--- src/rtl/ifmap_wadr_gen_pkg.sv ---
// Shared types and constants for the ifmap write address generator.
// Field offsets index config_data in units of BANK_ADDR_WIDTH.
package ifmap_wadr_gen_pkg;

  localparam int DEF_BANK_ADDR_WIDTH = 8;

  typedef enum logic [1:0] {
    IDLE  = 2'd0,
    WRITE = 2'd1,
    STALL = 2'd2
  } state_t;

  localparam int IX0_FIELD = 2;
  localparam int IY0_FIELD = 1;
  localparam int IC1_FIELD = 0;

  localparam logic [1:0] FREE_CNT_MAX = 2'd2;

endpackage

--- src/rtl/ifmap_wadr_gen_if.sv ---
// Write-side stream and SRAM port bundle of the ifmap write address generator.
// master = generator side, slave = upstream/SRAM/reader side.
interface ifmap_wadr_gen_if
  import ifmap_wadr_gen_pkg::*;
#(
  parameter int W = DEF_BANK_ADDR_WIDTH
) ();

  logic         in_valid;
  logic         in_ready;
  logic         wen;
  logic [W-1:0] wadr;
  logic         wbank;
  logic         rd_release;
  logic         block_done;
  logic         done_bank;

  modport master (
    input  in_valid, rd_release,
    output in_ready, wen, wadr, wbank, block_done, done_bank
  );

  modport slave (
    output in_valid, rd_release,
    input  in_ready, wen, wadr, wbank, block_done, done_bank
  );

endinterface

--- src/rtl/ifmap_wadr_nest_cnt.sv ---
// Three-level nested counter (ix fastest, then iy, then ic) with a running
// linear address; everything clears when a step lands on the last position.
module ifmap_wadr_nest_cnt #(
  parameter int W = 8
) (
  input  logic         clk,
  input  logic         rst_n,
  input  logic         clear,
  input  logic         step,
  input  logic [W-1:0] ix_max,
  input  logic [W-1:0] iy_max,
  input  logic [W-1:0] ic_max,
  output logic [W-1:0] adr,
  output logic         last
);

  logic [W-1:0] ix, iy, ic;
  logic         ix_wrap, iy_wrap;

  assign ix_wrap = (ix == ix_max);
  assign iy_wrap = (iy == iy_max);
  assign last    = ix_wrap && iy_wrap && (ic == ic_max);

  // The linear address replaces ix + iy*IX0 + ic*IX0*IY0 without multipliers.
  always_ff @(posedge clk or negedge rst_n) begin
    if (!rst_n) begin
      ix  <= '0;
      iy  <= '0;
      ic  <= '0;
      adr <= '0;
    end else if (clear || (step && last)) begin
      ix  <= '0;
      iy  <= '0;
      ic  <= '0;
      adr <= '0;
    end else if (step) begin
      adr <= adr + W'(1);
      if (ix_wrap) begin
        ix <= '0;
        if (iy_wrap) begin
          iy <= '0;
          ic <= ic + W'(1);
        end else begin
          iy <= iy + W'(1);
        end
      end else begin
        ix <= ix + W'(1);
      end
    end
  end

endmodule

--- src/rtl/ifmap_wadr_gen.sv ---
// Ifmap SRAM write address generator with two-buffer credit and bank toggle.
// Optional macro IFMAP_WADR_STALL_CNT_EN adds a saturating STALL cycle counter.
module ifmap_wadr_gen
  import ifmap_wadr_gen_pkg::*;
#(
  parameter int BANK_ADDR_WIDTH = DEF_BANK_ADDR_WIDTH
) (
  input  logic                         clk,
  input  logic                         rst_n,
  input  logic                         config_en,
  input  logic [3*BANK_ADDR_WIDTH-1:0] config_data,
  ifmap_wadr_gen_if.master             bus
`ifdef IFMAP_WADR_STALL_CNT_EN
  ,
  output logic [15:0]                  stall_cnt
`endif
);

  localparam int W = BANK_ADDR_WIDTH;

  state_t       state, state_next;
  logic [1:0]   free_cnt, free_next;
  logic [W-1:0] ix_max, iy_max, ic_max;
  logic         fire, last, last_fire;

  // A zero dimension behaves as one, so its maximum index is also zero.
  function automatic logic [W-1:0] field_max(input logic [W-1:0] f);
    return (f == '0) ? '0 : f - W'(1);
  endfunction

  assign bus.in_ready = (state == WRITE) && !config_en;
  assign fire         = bus.in_valid && bus.in_ready;
  assign bus.wen      = fire;
  assign last_fire    = fire && last;

  ifmap_wadr_nest_cnt #(.W(W)) u_nest_cnt (
    .clk    (clk),
    .rst_n  (rst_n),
    .clear  (config_en),
    .step   (fire),
    .ix_max (ix_max),
    .iy_max (iy_max),
    .ic_max (ic_max),
    .adr    (bus.wadr),
    .last   (last)
  );

  // A completing block and a release in the same cycle cancel out.
  always_comb begin
    free_next = free_cnt;
    if (config_en)
      free_next = FREE_CNT_MAX;
    else if (last_fire && !bus.rd_release)
      free_next = free_cnt - 2'd1;
    else if (!last_fire && bus.rd_release && (free_cnt != FREE_CNT_MAX))
      free_next = free_cnt + 2'd1;
  end

  always_comb begin
    state_next = state;
    if (config_en) begin
      state_next = WRITE;
    end else begin
      case (state)
        IDLE:    state_next = IDLE;
        WRITE:   if (last_fire && (free_next == 2'd0)) state_next = STALL;
        STALL:   if (free_next != 2'd0) state_next = WRITE;
        default: state_next = IDLE;
      endcase
    end
  end

  always_ff @(posedge clk or negedge rst_n) begin
    if (!rst_n) begin
      state          <= IDLE;
      free_cnt       <= FREE_CNT_MAX;
      ix_max         <= '0;
      iy_max         <= '0;
      ic_max         <= '0;
      bus.wbank      <= 1'b0;
      bus.block_done <= 1'b0;
      bus.done_bank  <= 1'b0;
    end else begin
      state          <= state_next;
      free_cnt       <= free_next;
      bus.block_done <= last_fire;
      if (last_fire)
        bus.done_bank <= bus.wbank;
      if (config_en) begin
        ix_max    <= field_max(config_data[IX0_FIELD*W +: W]);
        iy_max    <= field_max(config_data[IY0_FIELD*W +: W]);
        ic_max    <= field_max(config_data[IC1_FIELD*W +: W]);
        bus.wbank <= 1'b0;
      end else if (last_fire) begin
        bus.wbank <= ~bus.wbank;
      end
    end
  end

`ifdef IFMAP_WADR_STALL_CNT_EN
  always_ff @(posedge clk or negedge rst_n) begin
    if (!rst_n)
      stall_cnt <= '0;
    else if (config_en)
      stall_cnt <= '0;
    else if ((state == STALL) && (stall_cnt != 16'hFFFF))
      stall_cnt <= stall_cnt + 16'd1;
  end
`endif

endmodule

--- src/flat_wrapper.sv ---
// flat-port wrapper written by rule: the top's interface ports become plain ports
module ifmap_wadr_gen_flat import ifmap_wadr_gen_pkg::*;
#(
  parameter int BANK_ADDR_WIDTH = DEF_BANK_ADDR_WIDTH
)
  (clk, rst_n, config_en, config_data, bus_in_valid, bus_rd_release, bus_in_ready, bus_wen, bus_wadr, bus_wbank, bus_block_done, bus_done_bank);
  ifmap_wadr_gen_if #(.W(8)) bus_i ();
  input  logic clk;
  input  logic rst_n;
  input  logic config_en;
  input  logic [3*BANK_ADDR_WIDTH-1:0] config_data;
  input wire logic [$bits(bus_i.in_valid)-1:0] bus_in_valid;
  input wire logic [$bits(bus_i.rd_release)-1:0] bus_rd_release;
  output wire logic [$bits(bus_i.in_ready)-1:0] bus_in_ready;
  output wire logic [$bits(bus_i.wen)-1:0] bus_wen;
  output wire logic [$bits(bus_i.wadr)-1:0] bus_wadr;
  output wire logic [$bits(bus_i.wbank)-1:0] bus_wbank;
  output wire logic [$bits(bus_i.block_done)-1:0] bus_block_done;
  output wire logic [$bits(bus_i.done_bank)-1:0] bus_done_bank;
  assign bus_i.in_valid = bus_in_valid;
  assign bus_i.rd_release = bus_rd_release;
  assign bus_in_ready = bus_i.in_ready;
  assign bus_wen = bus_i.wen;
  assign bus_wadr = bus_i.wadr;
  assign bus_wbank = bus_i.wbank;
  assign bus_block_done = bus_i.block_done;
  assign bus_done_bank = bus_i.done_bank;
  ifmap_wadr_gen #(.BANK_ADDR_WIDTH(BANK_ADDR_WIDTH)) u_core (.clk(clk), .rst_n(rst_n), .config_en(config_en), .config_data(config_data), .bus(bus_i));
endmodule
--- config.mk ---
export PLATFORM = sky130hd
export DESIGN_NAME = ifmap_wadr_gen_flat
export DESIGN_NICKNAME = d
export VERILOG_FILES = /design/src/rtl/ifmap_wadr_gen_pkg.sv /design/src/rtl/ifmap_wadr_gen_if.sv /design/src/rtl/ifmap_wadr_nest_cnt.sv /design/src/rtl/ifmap_wadr_gen.sv /design/src/flat_wrapper.sv
export SDC_FILE = /design/constraint.sdc
export NUM_CORES = 1
export LEC_CHECK = 0
export CAP_MARGIN = 0
export CORE_UTILIZATION = 60
export DETAILED_ROUTE_END_ITERATION = 16
export GPL_TIMING_DRIVEN = 0
export PLACE_DENSITY = 0.85
export SYNTH_ARGS = -nofsm -noshare
export SYNTH_HDL_FRONTEND = slang
export SYNTH_SLANG_ARGS = --single-unit
--- constraint.sdc ---
create_clock -name clk -period 5.46 [get_ports clk]
set_clock_uncertainty 0.15 [all_clocks]
set_input_delay 1.092 -clock clk [delete_from_list [all_inputs] [get_ports clk]]
set_output_delay 1.092 -clock clk [all_outputs]
set_load 0.02 [all_outputs]
==> metrics.txt, run 1 <==
# IOs 42; RSZ-0062 raised after global routing false; overall routing resource usage 28.1%; die height a little under 80 um; input/output buffers between 40 and 50; synthesis-to-layout area growth 20.2%; Worst R2R Setup Slack a little over 3 ns; count of pins over their slew limit 0; largest area contributor in the netlist dfrtp_1; Min-Delay Startpoint u_core.ic_max[4]$_DFFE_PN0P_; number of synthesized flops with an enable pin 0; synthesized area between 3000 and 4000 um2; Syn Inst Count roughly 350; proportion of layout cells with a drive suffix above 1 a little over a tenth; number of global-route vias before repair roughly 2800; clock sink total 63; Max-Cap Viols 0; Pleak around 0.0018 uW; largest net degree at the start of global routing 43; top-count cell post-synth dfrtp_1; placed cell area roughly 4000 um2; Worst Tran Pin Value about 0.95 ns; Setup TNS 0 ns; worst skew pair latency between 0.3 and 0.4 ns; Hold Crit Class reg -> reg; Fillers ~400; total die area between 6000 and 7000 um2; first-pass GRT wire length roughly 13 mm; Final Setup Violations 0; CP Max Fanout 10; fin crit period roughly 4.3 ns; Max VDD drop between 0.1 and 0.15 mV; final WL roughly 7.6 mm; routed length per instance ~16 um; Synth Warn # 0; highest clock rate 0.235 GHz; RR Startpoint u_core.u_nest_cnt.iy[3]$_DFFE_PN0P_; TritonCTS clock tree yes; mean post-synth cell area 9.98 um2; Final Util 76.2%; CP Data Required Time approximately 4.2 ns; final instance area around 4200 um2; Main synth FF type dfrtp_1; Setup Crit Path Kind in -> out; Max clock buf depth 2; drt first pass iters 4; gr ovfl total 0; DR DRC count 0; initial core utilization between 60% and 70%; non-filler cells, final 484; sequential fraction of the synthesis area 44.7%; post-synth top area share 43.9%; synth cell count leaders dfrtp_1 (62), nor2_1 (36), xor2_1 (35); cts hold-fix bufs 0; top cells by area, synth dfrtp_1 (44%), xor2_1 (8.7%), xnor2_1 (5.2%); via count between 2000 and 3000; worst r2r path cells 6; Hold Path Depth 1; Num CTS Buffers 9; Fin. Hold Viols 0; Critical Path Source Type input pin; Row Count 27; Reg clk slew, reported paths 0.07 ns; outcome completed; Routed Antenna Nets 0; relative slew slack between 30% and 40%; antenna violations before repair 0; post-synthesis cell type count 56; total power 1160 uW; core area ~5600 um2; CP arrival 3.02 ns; post-CTS setup buffer count 0; HPWL Detailed roughly 5.5 mm; Synthesized Nets a little under 400; htree depth 3; pwr dens ~270 nW/um2; Hold Path End u_core.ic_max[4]$_DFFE_PN0P_; root buffer cell clkbuf_8; DIE WIDTH ~79 um; Crit. End Element output port; Ant. Diodes 0; nets@finish roughly 440; post-CTS sizing 0; Iter 0 DRT Violations ~150; RePlAce Congestion 0.807; period utilization around 78%; Synth Register Bits 63; placed cell count roughly 470; Reg-to-Reg End u_core.state[1]$_DFFE_PN0P_; asr flop ratio synth 100%; DR vias/cell slightly below 6
[worst max-delay path by stage]
stage              start                           end  slack (ns)  depth (start not counted)
2_1_floorplan  config_en                       bus_wen        2.27                          4
3_3_place_gp       rst_n  u_core.ic_max[0]$_DFFE_PN0P_        1.22                          1
3_5_place_dp   config_en                       bus_wen        1.20                          6
4_1_cts        config_en                       bus_wen        1.19                          6
5_1_grt        config_en                       bus_wen        1.12                          6
6_report       config_en                       bus_wen        1.20                          6
[logic make-up after synthesis]
family	Yosys count	share of synthesized area, %
compound gates	71	15.0
flops	63	44.7
mux	2	0.744
simple gates	132	20.1
fa+ha+maj	8	2.83
buf+inv	22	2.73
xor+xnor	56	13.9
[final cells by class]
| class | count | area [um2] | area share [%] |
|---|---|---|---|
| multi-input cells | 269 | 1860 | 43.8 |
| flip-flops and latches | 63 | 1580 | 37.2 |
| repair buffers | 42 | 425 | 10.0 |
| clock buffers | 11 | 141 | 3.33 |
| well taps | 72 | 90.1 | 2.12 |
| clock inverters | 5 | 57.6 | 1.36 |
| inverters | 14 | 52.6 | 1.24 |
| plain buffers | 8 | 43.8 | 1.03 |
[registers in the layout, indices dropped and copies added (netlist names)]
name / cells
u_core.bus.block_done: 1
u_core.bus.done_bank: 1
u_core.bus.wbank: 1
u_core.free_cnt: 2
u_core.ic_max: 8
u_core.ix_max: 8
u_core.iy_max: 8
u_core.state: 2
u_core.u_nest_cnt.adr: 8
u_core.u_nest_cnt.ic: 8
u_core.u_nest_cnt.ix: 8
u_core.u_nest_cnt.iy: 8
[per-stage QoR]
stage | hold WS (ns) | setup slack [ns]
3_5_place_dp | 0.337 | 1.20
4_1_cts | 0.352 | 1.19
2_1_floorplan | 0.319 | 2.27
5_1_grt | 0.376 | 1.12
3_3_place_gp | 0.339 | 1.22
6_report | 0.348 | 1.20
[power by group]
part	leakage [uW]	switching (uW)	internal, uW
sequential	0.000813	37.6	502
combinational	0.000907	111	93.5
clock	0.0000916	189	223
[placed cells by master, fill, tap and decap left out, types with 4 or more instances in the layout]
| cell type | synthesis | routed |
|---|---|---|
| xor2_1 | 35 | 35 |
| nor2_1 | 36 | 36 |
| a21oi_1 | 7 | 7 |
| nor3_1 | 12 | 12 |
| dfrtp_1 | 62 | 62 |
| xnor2_1 | 21 | 21 |
| clkbuf_1 | 3 | 4 |
| clkdlybuf4s50_1 | 0 | 40 |
| a31oi_1 | 5 | 5 |
| clkbuf_8 | 0 | 10 |
| nand4_1 | 6 | 6 |
| o2bb2ai_1 | 19 | 19 |
| o21ai_0 | 16 | 16 |
| and3_1 | 6 | 6 |
| o31ai_1 | 6 | 6 |
| ha_1 | 8 | 8 |
| inv_1 | 14 | 14 |
| nand3_1 | 13 | 13 |
| nand2_1 | 32 | 32 |
[metal layers]
| metal | share of wire (%) | routed length (um) | up-vias | track usage [%] |
|---|---|---|---|---|
| li1 | - | - | 1372 | - |
| met1 | 44 | 3370 | 1358 | 36.9 |
| met2 | 49 | 3730 | 78 | 44.9 |
| met3 | 4.1 | 310 | 21 | 4.71 |
| met4 | 2.7 | 208 | 0 | 14.6 |
| met5 | 0 | 0 | - | 0 |
[worst max-delay path, cell delays in order]
cell and delay (ns):
clkdlybuf4s50_1 0.55, nor3b_2 0.35, nand2_4 0.14, inv_1 0.09
buf_4 0.17, clkdlybuf4s50_1 0.61
(Power assumes the default switching activity.)
==> run 2, diff against run 1 <==
CORE_UTILIZATION = 51   (was 60)
PLACE_DENSITY = 0.77   (was 0.85)
clock period = 3.85 ns   (was 5.46 ns; I/O delays follow)
==> metrics.txt, run 2 (same netlist as run 1, synthesis figures left out) <==
htree depth 3 (unchanged); Fin. Hold Viols 0 (unchanged); worst skew pair latency 0.34 ns (was 0.35 ns); Pleak 0.00180 uW (was 0.00181 uW); RSZ-0062 raised after global routing false (unchanged); Critical Path Source Type input pin (unchanged); Reg clk slew, reported paths 0.07 ns (about the same); CP arrival 2.70 ns (was 3.02 ns); Iter 0 DRT Violations 129 (was 151); overall routing resource usage 23.0% (was 28.1%); clock sink total 63 (unchanged); most frequent cells in the layout dfrtp_1 (62), clkdlybuf4s50_1 (40), nor2_1 (36) (unchanged); non-filler cells, final 486 (was 484); post-CTS setup buffer count 0 (unchanged); root buffer cell clkbuf_8 (unchanged); Routed Antenna Nets 0 (unchanged); Setup Crit Path Kind in -> out (unchanged); placed cell count 473 (was 468); Worst Tran Pin Value 0.921 ns (was 0.949 ns); fin crit period 3.62 ns; RR Startpoint u_core.u_nest_cnt.ic[4]$_DFFE_PN0P_ (was u_core.u_nest_cnt.iy[3]$_DFFE_PN0P_); count of pins over their slew limit 0 (unchanged); Setup TNS 0 ns (unchanged); Hold Crit Class in -> async (was reg -> reg); core area 6530 um2 (was 5570 um2); Ant. Diodes 0 (unchanged); CP Max Fanout 10 (unchanged); # IOs 42 (unchanged); routed length per instance 14.8 um (was 15.8 um); TritonCTS clock tree yes (unchanged); via count 2725 (was 2829); outcome completed (unchanged); Final Util 64.4% (was 76.2%); final instance area 4210 um2 (was 4250 um2); CP Data Required Time 2.93 ns (was 4.22 ns); first-pass GRT wire length 12.9 mm (was 13.2 mm); DIE WIDTH 85.2 um (was 78.7 um); synthesis-to-layout area growth 19.1% (was 20.2%); proportion of layout cells with a drive suffix above 1 9.78% (was 10.4%); total die area 7260 um2 (was 6200 um2); placed cell area 4050 um2 (about the same); gr ovfl total 0 (unchanged); Crit. End Element output port (unchanged); DR vias/cell 5.61 (was 5.85); Max-Cap Viols 0 (unchanged); initial core utilization 54.1% (was 63.4%); final WL 7.21 mm (was 7.63 mm); post-CTS sizing 0 (unchanged); drt first pass iters 4 (unchanged); period utilization between 90% and 100%; RePlAce Congestion 0.859 (was 0.807); commonest non-fill, non-tap cell in the layout dfrtp_1 (unchanged); antenna violations before repair 0 (unchanged); nets@finish 444 (unchanged); Row Count 29 (was 27); DR DRC count 0 (unchanged); Final Setup Violations 0 (unchanged); cts hold-fix bufs 0 (unchanged); highest clock rate roughly 0.28 GHz; HPWL Detailed 5.31 mm (was 5.45 mm); die height 85.2 um (was 78.7 um); Max VDD drop 0.195 mV (was 0.147 mV); largest net degree at the start of global routing 38 (was 43); number of global-route vias before repair 2686 (was 2816); pwr dens 363 nW/um2 (was 272 nW/um2); Num CTS Buffers 9 (unchanged); total power 1530 uW (was 1160 uW); input/output buffers 41 (unchanged); Max clock buf depth 2 (unchanged); CP startpoint config_en (unchanged); relative slew slack 37.8% (was 35.9%)
[run 2: cell count changes in the layout (fill, tap and decap cells not counted)]
cell	previous run	this run
clkinvlp_4	3	0
bufinv_16	1	0
clkinv_2	1	2
[run 2: report_power, final]
group / switching (uW) / internal [uW] / leakage (uW)
sequential: 51.4 / 713 / 0.000813
clock: 236 / 238 / 0.0000809
combinational: 155 / 133 / 0.000907
[run 2: per-stage QoR]
step                worst slack [ns]  hold slack, ns
global placement              -0.158           0.339
finish                         0.230           0.297
detailed placement             0.218           0.347
floorplan                       1.30           0.319
CTS                            0.211           0.319
global route                   0.117           0.345
[run 2: worst paths after layout]
kind	slack, ns	to	cells past startpoint
min reg2reg	0.36	u_core.ic_max[4]$_DFFE_PN0P_	1
max in group asynchronous	2.64	u_core.ic_max[1]$_DFFE_PN0P_	2
max	0.23	bus_wen	6
max reg2reg	1.37	u_core.state[1]$_DFFE_PN0P_	6
min	0.30	u_core.u_nest_cnt.ix[4]$_DFFE_PN0P_	1
min in group clk	0.36	u_core.ic_max[4]$_DFFE_PN0P_	1
[run 2: final cells by class]
type	count	area, um2
fillers	541	2330
multi-input cells	269	1860
flip-flops and latches	63	1580
repair buffers	42	425
clock buffers	11	141
well taps	77	96.3
inverters	14	52.6
plain buffers	8	43.8
clock inverters	2	10.0
[run 2: per-layer routing]
layer	track usage (%)	routed length (um)	vias up
li1	-	-	1365
met1	32.3	3360	1272
met2	35.1	3420	79
met3	3.89	315	9
met5	0	0	-
met4	10.0	119	0
[run 2: worst max-delay path, stage by stage]
cell	delay, ns
clkdlybuf4s50_1	0.56
nor3b_2	0.34
nand2_4	0.14
inv_1	0.09
buf_4	0.17
clkdlybuf4s50_1	0.62
==> run 3, diff against run 2 <==
CORE_UTILIZATION = 60   (was 51)
GPL_TIMING_DRIVEN = unset   (was 0)
PLACE_DENSITY = unset   (was 0.77)
PLACE_DENSITY_LB_ADDON = 0.05   (was unset)
clock period = 4.39 ns   (was 3.85 ns; I/O delays follow)
==> metrics.txt, run 3 (same netlist as run 1, synthesis figures left out) <==
most frequent cells in the layout dfrtp_1 (62), clkdlybuf4s50_1 (40), nor2_1 (36) (unchanged); die height 78.7 um (was 85.2 um); routed length per instance 14.9 um (was 14.8 um); post-CTS setup buffer count 0 (unchanged); Setup Crit Path Kind in -> out (unchanged); DIE WIDTH 78.7 um (was 85.2 um); HPWL Detailed 4.98 mm (was 5.31 mm); antenna violations before repair 0 (unchanged); clock sink total 63 (unchanged); Min-Delay Startpoint u_core.ic_max[3]$_DFFE_PN0P_; Hold Path Depth 1; commonest non-fill, non-tap cell in the layout dfrtp_1 (unchanged); gr ovfl total 0 (unchanged); non-filler cells, final 480 (was 486); Max clock buf depth 2 (unchanged); fin worst setup slack 0.948 ns (was 0.230 ns); final instance area 4250 um2 (was 4210 um2); DR vias/cell 5.80 (was 5.61); via count 2784 (was 2725); period utilization a little under 80%; initial core utilization 63.4% (was 54.1%); RePlAce Congestion 0.806 (was 0.859); htree depth 3 (unchanged); final WL 7.17 mm (was 7.21 mm); Setup TNS 0 ns (unchanged); synthesis-to-layout area growth 20.3% (was 19.1%); total die area 6200 um2 (was 7260 um2); DR DRC count 0 (unchanged); Final Util 76.2% (was 64.4%); Final Setup Violations 0 (unchanged); relative slew slack 33.8% (was 37.8%); # IOs 42 (unchanged); placed cell area 4020 um2 (was 4050 um2); CP Max Fanout 5 (was 10); root buffer cell clkbuf_8 (unchanged); Reg-to-Reg End u_core.u_nest_cnt.ic[4]$_DFFE_PN0P_ (was u_core.state[1]$_DFFE_PN0P_); Pleak 0.00183 uW (was 0.00180 uW); crit-path cells clkdlybuf4s50_1 -> nor3b_2 -> nand2_4 -> inv_1 -> clkdlybuf4s50_1 (was clkdlybuf4s50_1 -> nor3b_2 -> nand2_4 -> inv_1 -> buf_4 -> clkdlybuf4s50_1); number of global-route vias before repair 2793 (was 2686); CP startpoint config_en (unchanged); CP Data Required Time 3.36 ns (was 2.93 ns); placed cell count 464 (was 473); Crit. End Element output port (unchanged); worst skew pair latency 0.34 ns (about the same); Max VDD drop 0.237 mV (was 0.195 mV); largest net degree at the start of global routing 36 (was 38); Max-Cap Viols 0 (unchanged); input/output buffers 41 (unchanged); count of pins over their slew limit 0 (unchanged); pwr dens 349 nW/um2 (was 363 nW/um2); TritonCTS clock tree yes (unchanged); overall routing resource usage 26.4% (was 23.0%); Worst R2R Setup Slack 1.91 ns (was 1.37 ns); Worst Tran Pin Value 0.981 ns (was 0.921 ns); Ant. Diodes 0 (unchanged); Hold Path End u_core.ic_max[3]$_DFFE_PN0P_; CP dominant cell by count clkdlybuf4s50_1 (unchanged); Row Count 27 (was 29); pre-CTS setup slack 0.937 ns (was 0.218 ns); post-CTS sizing 0 (unchanged); Iter 0 DRT Violations 174 (was 129); Num CTS Buffers 9 (unchanged); RR Startpoint u_core.u_nest_cnt.ic[4]$_DFFE_PN0P_ (unchanged); drt first pass iters 4 (unchanged); Critical Path Source Type input pin (unchanged); cts hold-fix bufs 0 (unchanged); CP arrival 2.41 ns (was 2.70 ns); highest clock rate approximately 0.29 GHz; core area 5570 um2 (was 6530 um2); outcome completed (unchanged); proportion of layout cells with a drive suffix above 1 10.8% (was 9.78%); Routed Antenna Nets 0 (unchanged); nets@finish 440 (was 444); Reg clk slew, reported paths 0.06 ns (was 0.07 ns); RSZ-0062 raised after global routing false (unchanged); Slowest cell on crit path clkdlybuf4s50_1 (unchanged); worst r2r path cells 6 (unchanged); Fin. Hold Viols 0 (unchanged); fin crit period between 3 and 4 ns; Hold Crit Class reg -> reg (was in -> async); Largest stage delay, worst path 0.59 ns (was 0.62 ns); first-pass GRT wire length 12.7 mm (was 12.9 mm)
==> run 3: layer usage <==
layer | wire, um | share of wire [%] | global-route usage, %
met1 | 3430 | 48 | 35.6
met2 | 3370 | 47 | 42.8
met3 | 253 | 3.5 | 3.91
met4 | 111 | 1.5 | 10.9
met5 | 0 | 0 | 0
==> run 3: worst max-delay path by stage <==
stage | slack [ns] | end | depth (start not counted)
after CTS | 0.93 | bus_wen | 5
after global placement | 0.96 | bus_wen | 5
after floorplan | 1.62 | bus_wen | 4
final | 0.95 | bus_wen | 5
after global routing | 0.89 | bus_wen | 5
after detailed placement | 0.94 | bus_wen | 5
==> run 3: cell type report <==
| type | instances | area, um2 |
|---|---|---|
| clock buffer | 14 | 193 |
| clock inverter | 2 | 35.0 |
| sequential | 63 | 1580 |
| multi-input combinational | 269 | 1860 |
| tap | 72 | 90.1 |
| timing repair buffer | 46 | 443 |
| inverter | 14 | 52.6 |
| fill | 391 | 1330 |
==> run 3: worst max-delay path: cells and delay by family <==
kind | cells | cell delay, ns
buffers and inverters | 3 | 1.12
AND/OR/NAND/NOR | 2 | 0.41
==> run 3: through the flow <==
stage               hold slack (ns)  power [uW]
finish                        0.357        1480
global route                  0.370        1550
CTS                           0.361        1490
detailed placement            0.343         928
global placement              0.337         921
floorplan                     0.319         836
==> run 3: report_power, final <==
group,internal (uW),switching [uW],total (uW),leakage [uW]
registers,625,45.5,671,0.000813
logic,114,135,249,0.000898
clock network,339,222,561,0.000119
total,1080,403,1480,0.00183
